--- src/rtl/key_event_pkg.sv ---
// key_event_pkg
//   Shared definitions for the key event controller: USB HID keycodes the
//   controller reacts to, the jump FSM state type, parameter defaults and a
//   small keycode classifier.
//   No ports (package).
package key_event_pkg;

  localparam int unsigned HOLD_LONG_DEF   = 8;
  localparam int unsigned BUF_TIMEOUT_DEF = 6;

  localparam logic [7:0] KEY_NONE  = 8'h00;
  localparam logic [7:0] KEY_W     = 8'h1A;
  localparam logic [7:0] KEY_SPACE = 8'h2C;
  localparam logic [7:0] KEY_S     = 8'h16;
  localparam logic [7:0] KEY_ENTER = 8'h28;
  localparam logic [7:0] KEY_P     = 8'h13;

  typedef enum logic [1:0] {
    JMP_IDLE = 2'd0,
    JMP_HELD = 2'd1,
    JMP_LONG = 2'd2
  } jump_state_e;

  typedef struct packed {
    logic jump;
    logic duck;
    logic start;
    logic pause;
  } key_class_t;

  function automatic logic is_jump(input logic [7:0] code);
    return (code == KEY_W) || (code == KEY_SPACE);
  endfunction

  function automatic key_class_t classify(input logic [7:0] code);
    key_class_t c;
    c.jump  = is_jump(code);
    c.duck  = (code == KEY_S);
    c.start = (code == KEY_ENTER);
    c.pause = (code == KEY_P);
    return c;
  endfunction

endpackage

--- src/rtl/key_event_ctrl_if.sv ---
// key_event_ctrl_if
//   Bundles the frame/keyboard inputs and the game-event outputs of the
//   key event controller.
//   master: drives frame_clk, keycode, jump_ack; observes the events.
//   slave : the controller; receives the inputs and drives frame_tick,
//           jump_req, jump_long, duck, start_pulse, pause_toggle.
interface key_event_ctrl_if;
  logic       frame_clk;
  logic [7:0] keycode;
  logic       jump_ack;
  logic       frame_tick;
  logic       jump_req;
  logic       jump_long;
  logic       duck;
  logic       start_pulse;
  logic       pause_toggle;

  modport master (
    output frame_clk, keycode, jump_ack,
    input  frame_tick, jump_req, jump_long, duck, start_pulse, pause_toggle
  );

  modport slave (
    input  frame_clk, keycode, jump_ack,
    output frame_tick, jump_req, jump_long, duck, start_pulse, pause_toggle
  );
endinterface

--- src/rtl/frame_tick_sync.sv ---
// frame_tick_sync
//   Brings the asynchronous VGA vertical sync into the Clk domain and turns
//   each rising edge into a single-cycle registered tick.
//   Ports:
//     Clk        in  system clock
//     Reset      in  synchronous active-high reset
//     frame_clk  in  VGA_VS, asynchronous to Clk
//     frame_tick out one-Clk pulse per frame_clk rising edge
//   Latency: frame_clk first sampled high at posedge N -> frame_tick is high
//   between posedges N+2 and N+3, so logic clocked at N+3 sees it.
module frame_tick_sync (
  input  logic Clk,
  input  logic Reset,
  input  logic frame_clk,
  output logic frame_tick
);

  logic sync1_q, sync2_q, edge_q, tick_q;
  logic tick_d;

  assign tick_d = sync2_q & ~edge_q;

  always_ff @(posedge Clk) begin
    if (Reset) begin
      sync1_q <= 1'b0;
      sync2_q <= 1'b0;
      edge_q  <= 1'b0;
      tick_q  <= 1'b0;
    end else begin
      sync1_q <= frame_clk;
      sync2_q <= sync1_q;
      edge_q  <= sync2_q;
      tick_q  <= tick_d;
    end
  end

  assign frame_tick = tick_q;

endmodule

--- src/rtl/key_event_ctrl.sv ---
// key_event_ctrl
//   Per-frame keyboard event decoder for the game. Keycodes are sampled once
//   per frame tick; press edges are found against the previous frame's
//   sample. Jump presses raise a pending jump_req that the game acknowledges
//   or that expires after BUF_TIMEOUT frames; a jump key held HOLD_LONG
//   frames fires jump_long once.
//   Ports:
//     Clk    in  system clock
//     Reset  in  synchronous active-high reset
//     bus    key_event_ctrl_if.slave
//            in : frame_clk, keycode[7:0], jump_ack
//            out: frame_tick, jump_req, jump_long, duck, start_pulse,
//                 pause_toggle (all registered)
//
//   Jump FSM
//   state    | meaning
//   ---------+----------------------------------------------------------
//   JMP_IDLE | no jump key held at the last tick; waiting for a press edge
//   JMP_HELD | jump key held, counting frames toward a long jump
//   JMP_LONG | long jump already fired; waiting for release
module key_event_ctrl
  import key_event_pkg::*;
#(
  parameter int unsigned HOLD_LONG   = HOLD_LONG_DEF,
  parameter int unsigned BUF_TIMEOUT = BUF_TIMEOUT_DEF
) (
  input  logic             Clk,
  input  logic             Reset,
  key_event_ctrl_if.slave  bus
);

  localparam int HOLD_W = (HOLD_LONG > 1) ? $clog2(HOLD_LONG) : 1;
  localparam int BUF_W  = (BUF_TIMEOUT > 0) ? $clog2(BUF_TIMEOUT + 1) : 1;
  localparam logic [HOLD_W-1:0] HOLD_MAX = HOLD_W'(HOLD_LONG - 1);
  localparam logic [BUF_W-1:0]  BUF_MAX  = BUF_W'(BUF_TIMEOUT);

  logic tick;

  frame_tick_sync u_tick (
    .Clk        (Clk),
    .Reset      (Reset),
    .frame_clk  (bus.frame_clk),
    .frame_tick (tick)
  );

  jump_state_e       state_q, state_d;
  logic [HOLD_W-1:0] hold_cnt_q, hold_cnt_d;
  logic [BUF_W-1:0]  buf_cnt_q, buf_cnt_d;
  logic [7:0]        prev_key_q, prev_key_d;
  logic              jump_req_q, jump_req_d;
  logic              jump_long_q, jump_long_d;
  logic              duck_q, duck_d;
  logic              start_q, start_d;
  logic              pause_q, pause_d;
  logic              frame_tick_q;

  key_class_t cur_c;
  logic       prev_jump, prev_start, prev_pause;
  logic       jump_press;

  assign cur_c      = classify(bus.keycode);
  assign prev_jump  = is_jump(prev_key_q);
  assign prev_start = (prev_key_q == KEY_ENTER);
  assign prev_pause = (prev_key_q == KEY_P);
  assign jump_press = cur_c.jump & ~prev_jump;

  always_comb begin
    state_d     = state_q;
    hold_cnt_d  = hold_cnt_q;
    buf_cnt_d   = buf_cnt_q;
    prev_key_d  = prev_key_q;
    jump_req_d  = jump_req_q;
    jump_long_d = 1'b0;
    duck_d      = duck_q;
    start_d     = 1'b0;
    pause_d     = 1'b0;

    // Ack only means something while a request is pending.
    if (jump_req_q && bus.jump_ack) begin
      jump_req_d = 1'b0;
    end

    if (tick) begin
      prev_key_d = bus.keycode;
      duck_d     = cur_c.duck;
      start_d    = cur_c.start & ~prev_start;
      pause_d    = cur_c.pause & ~prev_pause;

      // Timeout and a coincident ack both just clear the request.
      if (jump_req_q) begin
        if (buf_cnt_q != BUF_MAX) begin
          buf_cnt_d = buf_cnt_q + 1'b1;
        end
        if (buf_cnt_d == BUF_MAX) begin
          jump_req_d = 1'b0;
        end
      end

      unique case (state_q)
        JMP_IDLE: begin
          // A press while a request is still pending re-arms the same
          // request rather than queueing another one.
          if (jump_press) begin
            state_d    = JMP_HELD;
            jump_req_d = 1'b1;
            hold_cnt_d = '0;
            buf_cnt_d  = '0;
          end
        end
        JMP_HELD: begin
          if (!cur_c.jump) begin
            state_d = JMP_IDLE;
          end else begin
            if (hold_cnt_q != HOLD_MAX) begin
              hold_cnt_d = hold_cnt_q + 1'b1;
            end
            if (hold_cnt_d == HOLD_MAX) begin
              state_d     = JMP_LONG;
              jump_long_d = 1'b1;
            end
          end
        end
        JMP_LONG: begin
          if (!cur_c.jump) begin
            state_d = JMP_IDLE;
          end
        end
        default: state_d = JMP_IDLE;
      endcase
    end
  end

  always_ff @(posedge Clk) begin
    if (Reset) begin
      state_q      <= JMP_IDLE;
      hold_cnt_q   <= '0;
      buf_cnt_q    <= '0;
      prev_key_q   <= KEY_NONE;
      jump_req_q   <= 1'b0;
      jump_long_q  <= 1'b0;
      duck_q       <= 1'b0;
      start_q      <= 1'b0;
      pause_q      <= 1'b0;
      frame_tick_q <= 1'b0;
    end else begin
      state_q      <= state_d;
      hold_cnt_q   <= hold_cnt_d;
      buf_cnt_q    <= buf_cnt_d;
      prev_key_q   <= prev_key_d;
      jump_req_q   <= jump_req_d;
      jump_long_q  <= jump_long_d;
      duck_q       <= duck_d;
      start_q      <= start_d;
      pause_q      <= pause_d;
      frame_tick_q <= 1'b0;
    end
  end

  // frame_tick comes straight from the sync register; frame_tick_q is not
  // used for the output so the tick latency stays at the sync stage.
  assign bus.frame_tick   = tick | frame_tick_q;
  assign bus.jump_req     = jump_req_q;
  assign bus.jump_long    = jump_long_q;
  assign bus.duck         = duck_q;
  assign bus.start_pulse  = start_q;
  assign bus.pause_toggle = pause_q;

endmodule

--- src/flat_wrapper.sv ---
// flat-port wrapper written by rule: the top's interface ports become plain ports
module key_event_ctrl_flat import key_event_pkg::*;
#(
  parameter int unsigned HOLD_LONG   = HOLD_LONG_DEF,
  parameter int unsigned BUF_TIMEOUT = BUF_TIMEOUT_DEF
)
  (Clk, Reset, bus_frame_clk, bus_keycode, bus_jump_ack, bus_frame_tick, bus_jump_req, bus_jump_long, bus_duck, bus_start_pulse, bus_pause_toggle);
  key_event_ctrl_if bus_i ();
  input  logic Clk;
  input  logic Reset;
  input wire logic [$bits(bus_i.frame_clk)-1:0] bus_frame_clk;
  input wire logic [$bits(bus_i.keycode)-1:0] bus_keycode;
  input wire logic [$bits(bus_i.jump_ack)-1:0] bus_jump_ack;
  output wire logic [$bits(bus_i.frame_tick)-1:0] bus_frame_tick;
  output wire logic [$bits(bus_i.jump_req)-1:0] bus_jump_req;
  output wire logic [$bits(bus_i.jump_long)-1:0] bus_jump_long;
  output wire logic [$bits(bus_i.duck)-1:0] bus_duck;
  output wire logic [$bits(bus_i.start_pulse)-1:0] bus_start_pulse;
  output wire logic [$bits(bus_i.pause_toggle)-1:0] bus_pause_toggle;
  assign bus_i.frame_clk = bus_frame_clk;
  assign bus_i.keycode = bus_keycode;
  assign bus_i.jump_ack = bus_jump_ack;
  assign bus_frame_tick = bus_i.frame_tick;
  assign bus_jump_req = bus_i.jump_req;
  assign bus_jump_long = bus_i.jump_long;
  assign bus_duck = bus_i.duck;
  assign bus_start_pulse = bus_i.start_pulse;
  assign bus_pause_toggle = bus_i.pause_toggle;
  key_event_ctrl #(.HOLD_LONG(HOLD_LONG), .BUF_TIMEOUT(BUF_TIMEOUT)) u_core (.Clk(Clk), .Reset(Reset), .bus(bus_i));
endmodule
--- config.mk ---
export PLATFORM = sky130hd
export DESIGN_NAME = key_event_ctrl_flat
export DESIGN_NICKNAME = d
export VERILOG_FILES = /design/src/rtl/key_event_pkg.sv /design/src/rtl/key_event_ctrl_if.sv /design/src/rtl/frame_tick_sync.sv /design/src/rtl/key_event_ctrl.sv /design/src/flat_wrapper.sv
export SDC_FILE = /design/constraint.sdc
export NUM_CORES = 1
export LEC_CHECK = 0
export CORE_UTILIZATION = 50
export DETAILED_ROUTE_END_ITERATION = 7
export PLACE_DENSITY = 0.74
export REMOVE_ABC_BUFFERS = 1
export SLEW_MARGIN = 10
export SYNTH_ARGS = -nofsm -noshare
export SYNTH_HDL_FRONTEND = slang
export SYNTH_SLANG_ARGS = --single-unit
--- constraint.sdc ---
create_clock -name Clk -period 2 [get_ports Clk]
set_input_delay 0.4 -clock Clk [delete_from_list [all_inputs] [get_ports Clk]]
set_output_delay 0.4 -clock Clk [all_outputs]
set_load 0.005 [all_outputs]
Word-level counts from Yosys, hierarchy flattened --
Cells that the tools add are included. Widths: inputs -> output; s select.
Storage, ports and cells: register bits after elaboration 25, latch bits 0, RAM bits 0, bits in read-only memories 0, bits of input ports 12, output and inout bits 6, logic and storage cells 79, memories 0
Operators by class: add/sub/neg operators 2, multiply operators 0, div/mod/pow operators 0, $lt $le $gt $ge 0, eq/ne operators 19, shift-type cells 0, multiplexer cells 25, bitwise operators 11, reductions and logical operators 9
Operators by type and width (number):
- $eq 8x5->1 const B | 5
- $mux 3 | 12
- $eq 8x6->1 const B | 4
- $ne 3x3->1 const B | 3
- $mux 2 | 4
- $reduce_and 4->1 | 2
- $mux 1 | 7
- $not 1->1 | 7
- $add 3x1->3 const B | 2
- $eq 3x3->1 const B | 2
- $pmux 2 s3 | 1
- $pmux 3 s2 | 1
- $and 1x1->1 | 4
- $ne 2x1->1 const B | 2
- $reduce_or 4->1 | 1
- $eq 2x1->1 const B | 1
- $eq 2x2->1 const B | 1
- $logic_not 2->1 | 1
- $logic_or 1x1->1 | 2
- $ne 2x2->1 const B | 1
- $reduce_bool 2->1 | 1
- $reduce_or 2->1 | 1
- $logic_and 1x1->1 | 1

Longest topological paths before layout --
word-level depth 10, mapped depth 6, depth with buffers taken out 6

Hierarchy --
From an unflattened synthesis, not the netlist that was laid out.
Unflattened totals: cell total of the unflattened synthesis 126, area total of the unflattened synthesis 1207.4 sq um
By module, submodules not included:
- key_event_ctrl | times used 1, cells an instance 118, area an instance 1096.1 sq um, sequential area each 420.4 sq um
- frame_tick_sync | times used 1, cells an instance 8, area an instance 111.4 sq um, sequential area each 80.1 sq um

Worst setup path before layout --
Ideal clock, no wire load.
kind input -> register, from input bus_keycode[0], to register u_core.hold_cnt_q[1], library setup time 132 ps, arrival 1748 ps, required time 1868 ps, slack 119 ps, cell stages on the path 5, buffers on the path 1, cells stage by stage or4b_4 -> buf_6 -> a2111o_1 -> o31ai_1 -> a21oi_1
On the way: longest elaborated chain between the ends 5, elaborated cells on any way between the ends 7, classes of those cells eq/ne (4); bitwise (1); reduce/logical (2)
RTL lines:
- from (decl) | line flat_wrapper.sv:12 | input wire logic [$bits(bus_i.keycode)-1:0] bus_keycode;
- $eq 8x5->1 or $eq 8x6->1 (tied branches) | line key_event_pkg.sv:32 | return (code == KEY_W) || (code == KEY_SPACE);
- $logic_or 1x1->1 * | line key_event_pkg.sv:32
- $and 1x1->1 | line key_event_ctrl.sv:65 | assign jump_press = cur_c.jump & ~prev_jump;
- $ne 2x1->1 (no source line)
- $reduce_and 4->1 (no source line) *
- to (signal assigned) | line key_event_ctrl.sv:147 | hold_cnt_q <= hold_cnt_d;
- to (decl) | line key_event_ctrl.sv:47 | logic [HOLD_W-1:0] hold_cnt_q, hold_cnt_d;
Mark *: on every way between the ends. The rest lies on a longest branch, timed or not. A chain may end at the register's enable or synchronous reset.

Worst setup path after layout --
from input bus_keycode[7], to register u_core.hold_cnt_q[0]
Same word-level chain as after synthesis.

==> flow_summary.ini <==
[layout]
syn_to_final_growth_pct = 27.79
nets = 174
diodes = 0
finalCoreUtilization_pct = 69.27
drive_above_1_share_pct = 17.09
nFillCells = 193

[route]
dr.pass1.iters = 4
dr_wl_met2_um = 1337
routed_wl_um = 2703
drc = 0
wl_met3_um = 52
drt_iter0_drc = 13
drt-met1-wl_um = 1272
vias = 1063
routed_via_density = 5.715
dr.max_layer_used = met4
detail-route-antenna-nets = 0
routedWlPerCell_um = 14.53

[synthesis]
ys_ff_latch = 25
yosysSeqAreaShare_pct = 40.57
synth_ff_type = dfxtp_1
synth_edf_count = 0
ys_warn_count = 0
synth_area_mm2 = 0.001234
yosysUniqueCellTypes = 38
synth_cells = 126
syn_area_per_cell_um2 = 9.791
synthArstFlopShare_pct = 0

[grt]
gr-usage-all-layers_pct = 22.90
grt_max_degree = 15
grt_overflow = 0
grt_pass1_wl_um = 4457
grt_pass1_vias = 1021
antenna_found_initial = 0

[power_and_ir_drop]
p_int_mw = 0.6317
fin_total_pwr_mw = 0.8097
power_switching_mw = 0.1780
power.density_mw_per_mm2 = 513.6
leakagePower_nw = 0.5080
switching_share_pct = 21.99
vdd_drop_max_mv = 0.4897
p_comb_share_pct = 10.4
clkPwrFrac_pct = 26.8
seqPwrFrac_pct = 62.8

[cts]
cts_root_buf = clkbuf_4
worstSkewPairLatency_ps = 310
cts_setup_buffers = 0
cts_hold_buf = 0
ctsLongestPathBuffers = 2
cts_buffers = 3
cts_tree = done
cts-htree-levels = 1
cts.sink_count = 25
cts.clk_slew.worst_paths_ps = 130

[worst_setup_path]
slowest_stage = or4b_4
path_buf_inv = 1
reg2reg_from = u_core.prev_key_q[0]
crit_path_max_fanout = 5
crit_path_end_kind = flip-flop
r2r-end = u_core.buf_cnt_q[1]
r2r_slack_ps = 270
slowest_delay_ps = 610
required_ps = 2250
start_kind = input pin
reg2reg_depth = 4
cp_cell_sequence = clkdlybuf4s50_1 -> or4b_4 -> a2111oi_4 -> nand4b_1 -> a31oi_1
path_delay_family = simple AND/OR/NAND/NOR gates
crit_arrival_ps = 2150
critPathKind = input pin to flip-flop

[sta]
skew_ps = 3.848
finalSetupViolCount = 0
fin_crit_sh_pct = 95.21
drv_slew = 0
slew_headroom_pct = 70.13
tightest_slew_ps = 444.6
hold_viol_final = 0
min_period_ps = 1904
fmax_mhz = 525.2
setup_tns_ps = 0

[run_status]
outcome = finished clean

[floorplan]
start_util_pct = 54.21
die_w_um = 51.67
row_count = 17
die_y_um = 51.67
ios = 18
dieArea_mm2 = 0.002670
core_mm2 = 0.002276

[placed_design]
gp_congestion = 0.8874
portBuffers = 17
dp_hpwl_um = 2103

[worst_hold_path]
hold_class = flip-flop to flip-flop
holdPathStages = 1
min_from = u_core.u_tick.edge_q
min_to = u_core.u_tick.frame_tick

[job]
max-cap-violations = 0
## sequential cells by signal, indices dropped and copies added, names as in the netlist
name,flops
u_core.u_tick.sync1_q,1
u_core.bus.jump_long,1
u_core.hold_cnt_q,3
u_core.prev_key_q,8
u_core.buf_cnt_q,3
u_core.u_tick.frame_tick,1
u_core.bus.pause_toggle,1
u_core.state_q,2
u_core.u_tick.edge_q,1
u_core.u_tick.sync2_q,1
u_core.bus.jump_req,1
u_core.bus.start_pulse,1
u_core.bus.duck,1
## repair_timing
item,CTS,global route
resized for setup,0,2
hold endpoints to repair,0,0
setup endpoints to repair,0,5
## metrics by stage
stage	area (µm²)	std cells	setup WS (ps)	hold WS, ps
after floorplan	1207	121	180.3	367.4
after global placement	1533	182	-275.6	373.1
after detailed placement	1533	182	-308.5	376.8
after CTS	1559	186	31.21	394.9
after global routing	1577	186	-12.57	403.5
final	1577	186	95.83	392.5
## worst max path at each step
stage | start | end | slack (ps) | depth (start not counted)
3_3_place_gp | bus_keycode[0] | u_core.hold_cnt_q[1] | -280 | 5
6_report | bus_keycode[7] | u_core.hold_cnt_q[0] | 100 | 5
2_1_floorplan | bus_keycode[0] | u_core.hold_cnt_q[1] | 180 | 4
3_5_place_dp | bus_keycode[0] | u_core.hold_cnt_q[1] | -310 | 5
5_1_grt | bus_keycode[5] | u_core.hold_cnt_q[0] | -10 | 6
4_1_cts | bus_keycode[0] | u_core.hold_cnt_q[1] | 30 | 5
## Yosys cell counts (3+ instances only)
cell      instances  share of area, %
a21oi_1           6               2.4
a211oi_1          5               3.0
nand4b_1          3               2.1
ha_1              3               3.0
o21ai_0           3               1.2
nor2b_1           5               2.5
nor3_1            3               1.2
nor2_1           12               3.7
nand2_1           7               2.1
mux2i_1           8               6.5
nand3b_1          3               1.8
a31oi_1           5               2.5
dfxtp_1          25                41
## cell families (layout without fill, tap and decap cells)
family,after synthesis,after routing,share of synthesized area [%]
AND/OR/NAND/NOR,54,54,28.40
AO/OA/AOI/OAI,28,28,18.05
flip-flops,25,25,40.57
multiplexers,8,8,6.491
buffers and inverters,7,39,2.739
adder cells (fa/ha/maj),3,3,3.043
XOR/XNOR,1,1,0.7101
## placed cells by master, fill, tap and decap left out, types with 3 or more instances in the layout
cell type,netlist,routed
nor3_1,3,3
nor2b_1,5,5
mux2i_1,8,8
clkbuf_4,0,3
dfxtp_1,25,25
a31oi_1,5,5
a211oi_1,5,5
ha_1,3,3
o21ai_0,3,3
nand4b_1,3,3
clkdlybuf4s50_1,0,17
buf_4,0,16
a21oi_1,6,6
nor2_1,12,12
nand2_1,7,7
nand3b_1,3,3
## metal layers
metal | vias to the layer above | GRT usage (%)
li1 | 546 | -
met1 | 500 | 28.44
met2 | 13 | 38.74
met3 | 4 | 3.509
met4 | 0 | 10.36
met5 | - | 0
## final cells by class
class | count | area [µm²] | share of cell area, %
multi-input combinational | 94 | 716.9 | 45.48
sequential | 25 | 500.5 | 31.75
timing repair buffer | 33 | 290.3 | 18.41
tap | 28 | 35.03 | 2.222
clock buffer | 4 | 26.28 | 1.667
inverter | 2 | 7.507 | 0.4762
## power groups by stage
| stage | registers [mW] | clock network (mW) | logic (mW) |
|---|---|---|---|
| after floorplan | 0.520 | 0 | 0.0216 |
| after global placement | 0.519 | 0 | 0.0795 |
| after CTS | 0.509 | 0.224 | 0.0825 |
| after global routing | 0.510 | 0.240 | 0.0909 |
| after detailed placement | 0.520 | 0 | 0.0821 |
| final | 0.509 | 0.217 | 0.0843 |
No activity file was read; power rests on OpenSTA's default activity.
==> RTL edit 1, RTL diff (same flow settings) <==
Reset style: asynchronous (`Reset`), changed in 2 clocked blocks. Comments in the files are not updated.
--- a/src/rtl/frame_tick_sync.sv
+++ b/src/rtl/frame_tick_sync.sv
@@ -20,7 +20,7 @@
 
   assign tick_d = sync2_q & ~edge_q;
 
-  always_ff @(posedge Clk) begin
+  always_ff @(posedge Clk or posedge Reset) begin
     if (Reset) begin
       sync1_q <= 1'b0;
       sync2_q <= 1'b0;
--- a/src/rtl/key_event_ctrl.sv
+++ b/src/rtl/key_event_ctrl.sv
@@ -130,7 +130,7 @@
     end
   end
 
-  always_ff @(posedge Clk) begin
+  always_ff @(posedge Clk or posedge Reset) begin
     if (Reset) begin
       state_q      <= JMP_IDLE;
       hold_cnt_q   <= '0;
Function: differs if Reset is asserted again (counterexample within 4 cycles, from zero or initial values and one cycle with Reset high); with Reset held inactive, the same outputs for 10 cycles.
==> RTL edit 1 against the unedited design <==
Die area increased by 7.2%. Sequential cell count did not move. Setup slack better by 0.091 ns. Area after synthesis grew 7.5%. Design area fell by 0.32%. Clock skew fell by 0.0014 ns. Global-route usage down 4.3 points. Sequential share of layout area up 8.1 points. Routed wire length shrank 14%. Hold slack lost 0.027 ns.
Power is not compared: it rests on default switching activity, and its combinational part moved more than twofold at a synthesized area within 25%.
==> RTL edit 1: results (changes against the unedited design) <==
** Status
- Status :: complete, no violations

** Route
- Met3 Wirelength :: 63 um (+21%)
- The total wirelength of the detailed-routed design is 2320 um (-14%).
- DR vias :: 948 (-11%)
- Detailed route wirelength on metal2 :: 1170 um (-13%)
- Post-Route M1 WL :: 1050 um (-17%)
- Post-detailed-route via-to-cell ratio :: 5.78 (+1.1%)

** Cells and area
- u_core.prev_key_q holds more flip-flops than any other register.
- The ratio of cells with drive above 1 in the final layout came to 18.7% (+1.6 points).
- # nets final :: 150 (-14%)

** Critical path
- The arrival time reported for the critical path endpoint came to 1.41 ns (-0.74 ns).
- Top delay family on crit path :: buffers and inverters
- For this design, the slowest cell found on the critical path is clkdlybuf4s50_1.
- Delay of the slowest cell on the worst path :: 0.56 ns (-0.05 ns)
- Startpoint of the worst register-to-register path :: u_core.prev_key_q[0]
- End of the worst register-to-register path :: u_core.bus.jump_req
- The worst-case register-to-register setup slack is 0.44 ns (+0.17 ns).
- Worst-path fanout max :: 9 (+4)

** Logic synthesis
- Post-Syn Area per Cell :: 11.7 um2 (+20%)
- The fraction of registers with async set/reset came to 100% (+100 points).
- The xor/xnor share of the synthesized area is 0.660% (-0.050 points).
- List of most frequent post-synthesis cells :: dfrtp_1 (25), mux2_2 (8), inv_1 (7)
- The post-synthesis share of cell area spent on full adders, half adders and majority gates is 2.83% (-0.21 points).
- The sequential element share of the synthesized area came to 47.2% (+6.6 points).
- Count of unique library cells instantiated by Yosys :: 43 (+13%)
- In the post-synthesis netlist, the biggest area contributors are dfrtp_1 (47%), mux2_2 (6.8%), ha_1 (2.8%).
- The share of synthesized area spent on multiplexers was 7.55% (+1.1 points).

** Timing
- Max transition margin :: 74.1% (+3.9 points)
- The post-route clock skew is 0.00243 ns (-0.00142 ns).
- The worst-case hold slack was 0.365 ns (-0.0273 ns).

** GRT
- The maximum number of pins on one net before global-route repair came to 26 (+11).
- Via count of the first global-routing pass :: 876 (-14%)
- The global-route wire length before repair came to 3780 um (-15%).

** Min path
- The path with the worst hold slack has its endpoint at u_core.u_tick.sync2_q.
- Worst hold path stage count :: 0 (-1)
- Hold path startpoint :: u_core.u_tick.sync1_q

** Placement
- Worst slack, placed :: 0.0109 ns (+0.319 ns)
- The total half-perimeter wirelength after legalization and detailed placement came to 1760 um (-16%).
- The total placed cells including tap cells came to 160 (-12%).
- The placer's final routability congestion estimate came to 0.850 (-4.2%).
- Area of placed instances :: 1540 um2 (+0.57%)
-- RTL edit 1: cell count changes after synthesis, sizes merged, moves of 3 or more --
cell / change
mux2: +8
nor2: -9
a31oi: -4
a211oi: -5
dfrtp: +25
inv: +5
a2111oi: -3
mux2i: -7
dfxtp: -25
nand3: +4
-- RTL edit 1: how the worst max path moves through the flow --
stage | startpoint | endpoint | slack (ns) | cells after the start
after floorplan | u_core.u_tick.frame_tick | u_core.bus.jump_req | 0.53 | 4
after detailed placement | bus_keycode[0] | u_core.state_q[0] | 0.01 | 5
final | u_core.u_tick.frame_tick | bus_frame_tick | 0.19 | 1
after CTS | u_core.u_tick.frame_tick | bus_frame_tick | 0.17 | 1
after global placement | bus_keycode[1] | u_core.state_q[1] | 0.07 | 5
after global routing | u_core.u_tick.frame_tick | bus_frame_tick | 0.11 | 1
-- RTL edit 1: cells by family (layout without fill, tap and decap cells) --
family | Yosys count | count (layout)
AO/OA/AOI/OAI | 22 | 22
adder cells (fa/ha/maj) | 3 | 3
AND/OR/NAND/NOR | 43 | 43
buffers and inverters | 10 | 31
XOR/XNOR | 1 | 1
multiplexers | 9 | 9
flip-flops | 25 | 25
-- RTL edit 1: layout make-up --
type                            instances  area [um2]
Clock inverter                          1        7.51
Multi-Input combinational cell         78         659
Tap cell                               30        37.5
Inverter                                7        26.3
Sequential cell                        25         626
Clock buffer                            3        22.5
Fill cell                             220         928
Timing Repair Buffer                   20         193
-- RTL edit 1: per-layer routing --
| layer | vias to the layer above | GRT usage, % |
|---|---|---|
| met5 | - | 0 |
| li1 | 461 | - |
| met4 | 0 | 9.21 |
| met3 | 4 | 2.59 |
| met1 | 466 | 23.2 |
| met2 | 17 | 31.0 |
==> RTL edit 2, RTL diff (config.mk and constraints unchanged) <==
Without the edit above. Set the package constant `BUF_TIMEOUT_DEF` to 7 (it was 6).
--- a/src/rtl/key_event_pkg.sv
+++ b/src/rtl/key_event_pkg.sv
@@ -6,7 +6,7 @@
 package key_event_pkg;
 
   localparam int unsigned HOLD_LONG_DEF   = 8;
-  localparam int unsigned BUF_TIMEOUT_DEF = 6;
+  localparam int unsigned BUF_TIMEOUT_DEF = 7;
 
   localparam logic [7:0] KEY_NONE  = 8'h00;
   localparam logic [7:0] KEY_W     = 8'h1A;
Function: no difference found for any inputs over 10 cycles, from zero or initial values and one cycle with Reset high; that may be too few to reach the edited logic, so the function may still have changed.
==> RTL edit 2 against the unedited design <==
Power up 1.4%. Synthesized cell count decreased by 3.2%. Setup slack got worse by 0.044 ns. Design area is 2.9% lower. First-iteration DRC count grew 46%. Sequential cell count did not move. Via count decreased by 1.8%. Area after synthesis fell by 5.4%. Routed wire length shrank 1.6%. Clock power rose by 8%. Critical path type unchanged.
==> RTL edit 2: results (changes against the unedited design) <==
** Status
- Status :: complete, no violations

** Logic synthesis
- The distinct cell type count of the synthesized netlist came to 38 (unchanged).
- Share of flip-flops with an asynchronous set or reset :: 0% (unchanged)
- Synthesized instance count :: 122 (-3.2%)
- By area the synthesized netlist is led by dfxtp_1 (43%), mux2i_1 (7.7%), nor2_1 (4.2%).
- By count the netlist is led by dfxtp_1 (25), nor2_1 (13), mux2i_1 (9).
- Seq/Total Area, Yosys :: 42.9% (+2.3 points)
- Yosys warning total :: 0 (unchanged)

** Route
- The number of nets still failing antenna checks after routing was 0 (unchanged).
- The via total after detailed routing came to 1044 (-1.8%).
- The number of DRC markers in iteration 0 is 19 (+6).
- The average wire length per cell after detail routing is 14.9 um (+2.8%).

** Cells and area
- Share of cells above drive strength 1 :: 17.3% (+0.24 points)
- The number of diodes added for antenna fixing is 0 (unchanged).
- Count of non-filler cells in the finished layout :: 178 (-4.3%)

** Critical path
- CP endpoint :: u_core.state_q[0]
- Startpoint of the worst register-to-register path :: u_core.prev_key_q[0]
- The arrival time reported for the critical path endpoint was 2.22 ns (+0.07 ns).
- The cell count of the worst reg-to-reg path was 4 (unchanged).
- End of the worst register-to-register path :: u_core.hold_cnt_q[0]
- Setup crit start :: bus_keycode[3]
- The worst-case register-to-register setup slack was 0.22 ns (-0.05 ns).
- The critical-path maximum fanout came to 4 (-1).

** Clocking
- The clock transition at the registers of the reported paths was 0.15 ns (+0.02 ns).
- The clock reaches the later pin of the worst-skew pair after ~0.32 ns.
- Number of buffers on the longest clock path :: 2 (unchanged)

** Placement
- The count of port buffers added during placement came to 17 (unchanged).
- Worst slack, placed :: -0.444 ns (-0.135 ns)
- Final weighted congestion in routability-driven placement :: 0.878 (-1.1%)
- Area of placed instances :: 1450 um2 (-5.6%)
- The total placed cells including tap cells came to 174 (-4.4%).
- The total half-perimeter wirelength after legalization and detailed placement was 1950 um (-7.5%).

** Timing
- The maximum frequency from static timing analysis is 513 MHz (-2.2%).
- Setup Skew :: 0.0145 ns (+0.0106 ns)
- Max transition margin :: 68.6% (-1.5 points)

** GRT
- Via count of the first global-routing pass :: 993 (-2.7%)
- Global-route wire length before repair :: 4360 um (-2.2%)
- The maximum number of pins on one net before global-route repair was 16 (+1).
- Total global-route track usage :: 22.6% (-0.27 points)

** Pwr
- P_leak :: 0.541 nW (+6.5%)
- Power in the clock group :: 0.234 mW (+8%)
- Pwr Density :: 537 nW/um2 (+4.5%)
- Internal Pwr Total :: 0.626 mW (-0.87%)
- The power consumed by combinational cells is 0.0792 mW (-6.0%).
- Maximum vdd drop :: 337 uV (-31%)

** Min path
- Hold path startpoint :: u_core.u_tick.edge_q
- The min-delay analysis places its worst path in the category reg -> reg.
- Worst hold path stage count :: 1 (unchanged)
## RTL edit 2: cell types whose count changed after synthesis, sizes merged, moves of 2 or more
cell / before / now
clkbuf: 2 / 4
nor3b: 2 / 0
a2111oi: 3 / 1
nand2: 7 / 4
nand4: 2 / 4
a211o: 0 / 2
a21o: 2 / 0
## RTL edit 2: worst max-delay path, cell delays in order
cell	delay (ns)
clkdlybuf4s50_1	0.48
or4b_4	0.48
or4_1	0.42
a211o_1	0.31
a31oi_1	0.13
## RTL edit 2: cell families (layout without fill, tap and decap cells)
| kind of cell | count (synthesis) | in the layout | share of synthesized area (%) |
|---|---|---|---|
| AO/OA/AOI/OAI | 24 | 24 | 15.0 |
| adder cells (fa/ha/maj) | 2 | 2 | 2.14 |
| multiplexers | 9 | 9 | 7.72 |
| AND/OR/NAND/NOR | 51 | 51 | 27.8 |
| XOR/XNOR | 2 | 2 | 1.50 |
| flip-flops | 25 | 25 | 42.9 |
| buffers and inverters | 9 | 37 | 3.00 |
## RTL edit 2: cell type report
type,instances,area [um2]
fill,186,682
multi-input combinational,88,671
sequential,25,500
timing repair buffer,30,283
tap,28,35.0
clock buffer,3,22.5
inverter,3,11.3
clock inverter,1,7.51
## RTL edit 2: layer usage
layer	vias to the layer above	share of wire, %	global-route usage (%)
met5	-	0	0
met4	0	1.3	9.26
met3	6	2.7	3.64
met2	21	50	39.3
met1	498	46	27.5
li1	519	-	-
## RTL edit 2: timing repair
item,CTS,global route
setup buffers,0,0
gates resized for setup,4,8
pin swaps,2,8
setup endpoints to repair,8,9
hold buffers,0,0
## RTL edit 2: through the flow
step                      hold WS, ns  util [%]
after global placement          0.375      65.4
after CTS                       0.406      68.1
after detailed placement        0.386      65.4
final                           0.403      69.2
after floorplan                 0.367         -
after global routing            0.410      69.2
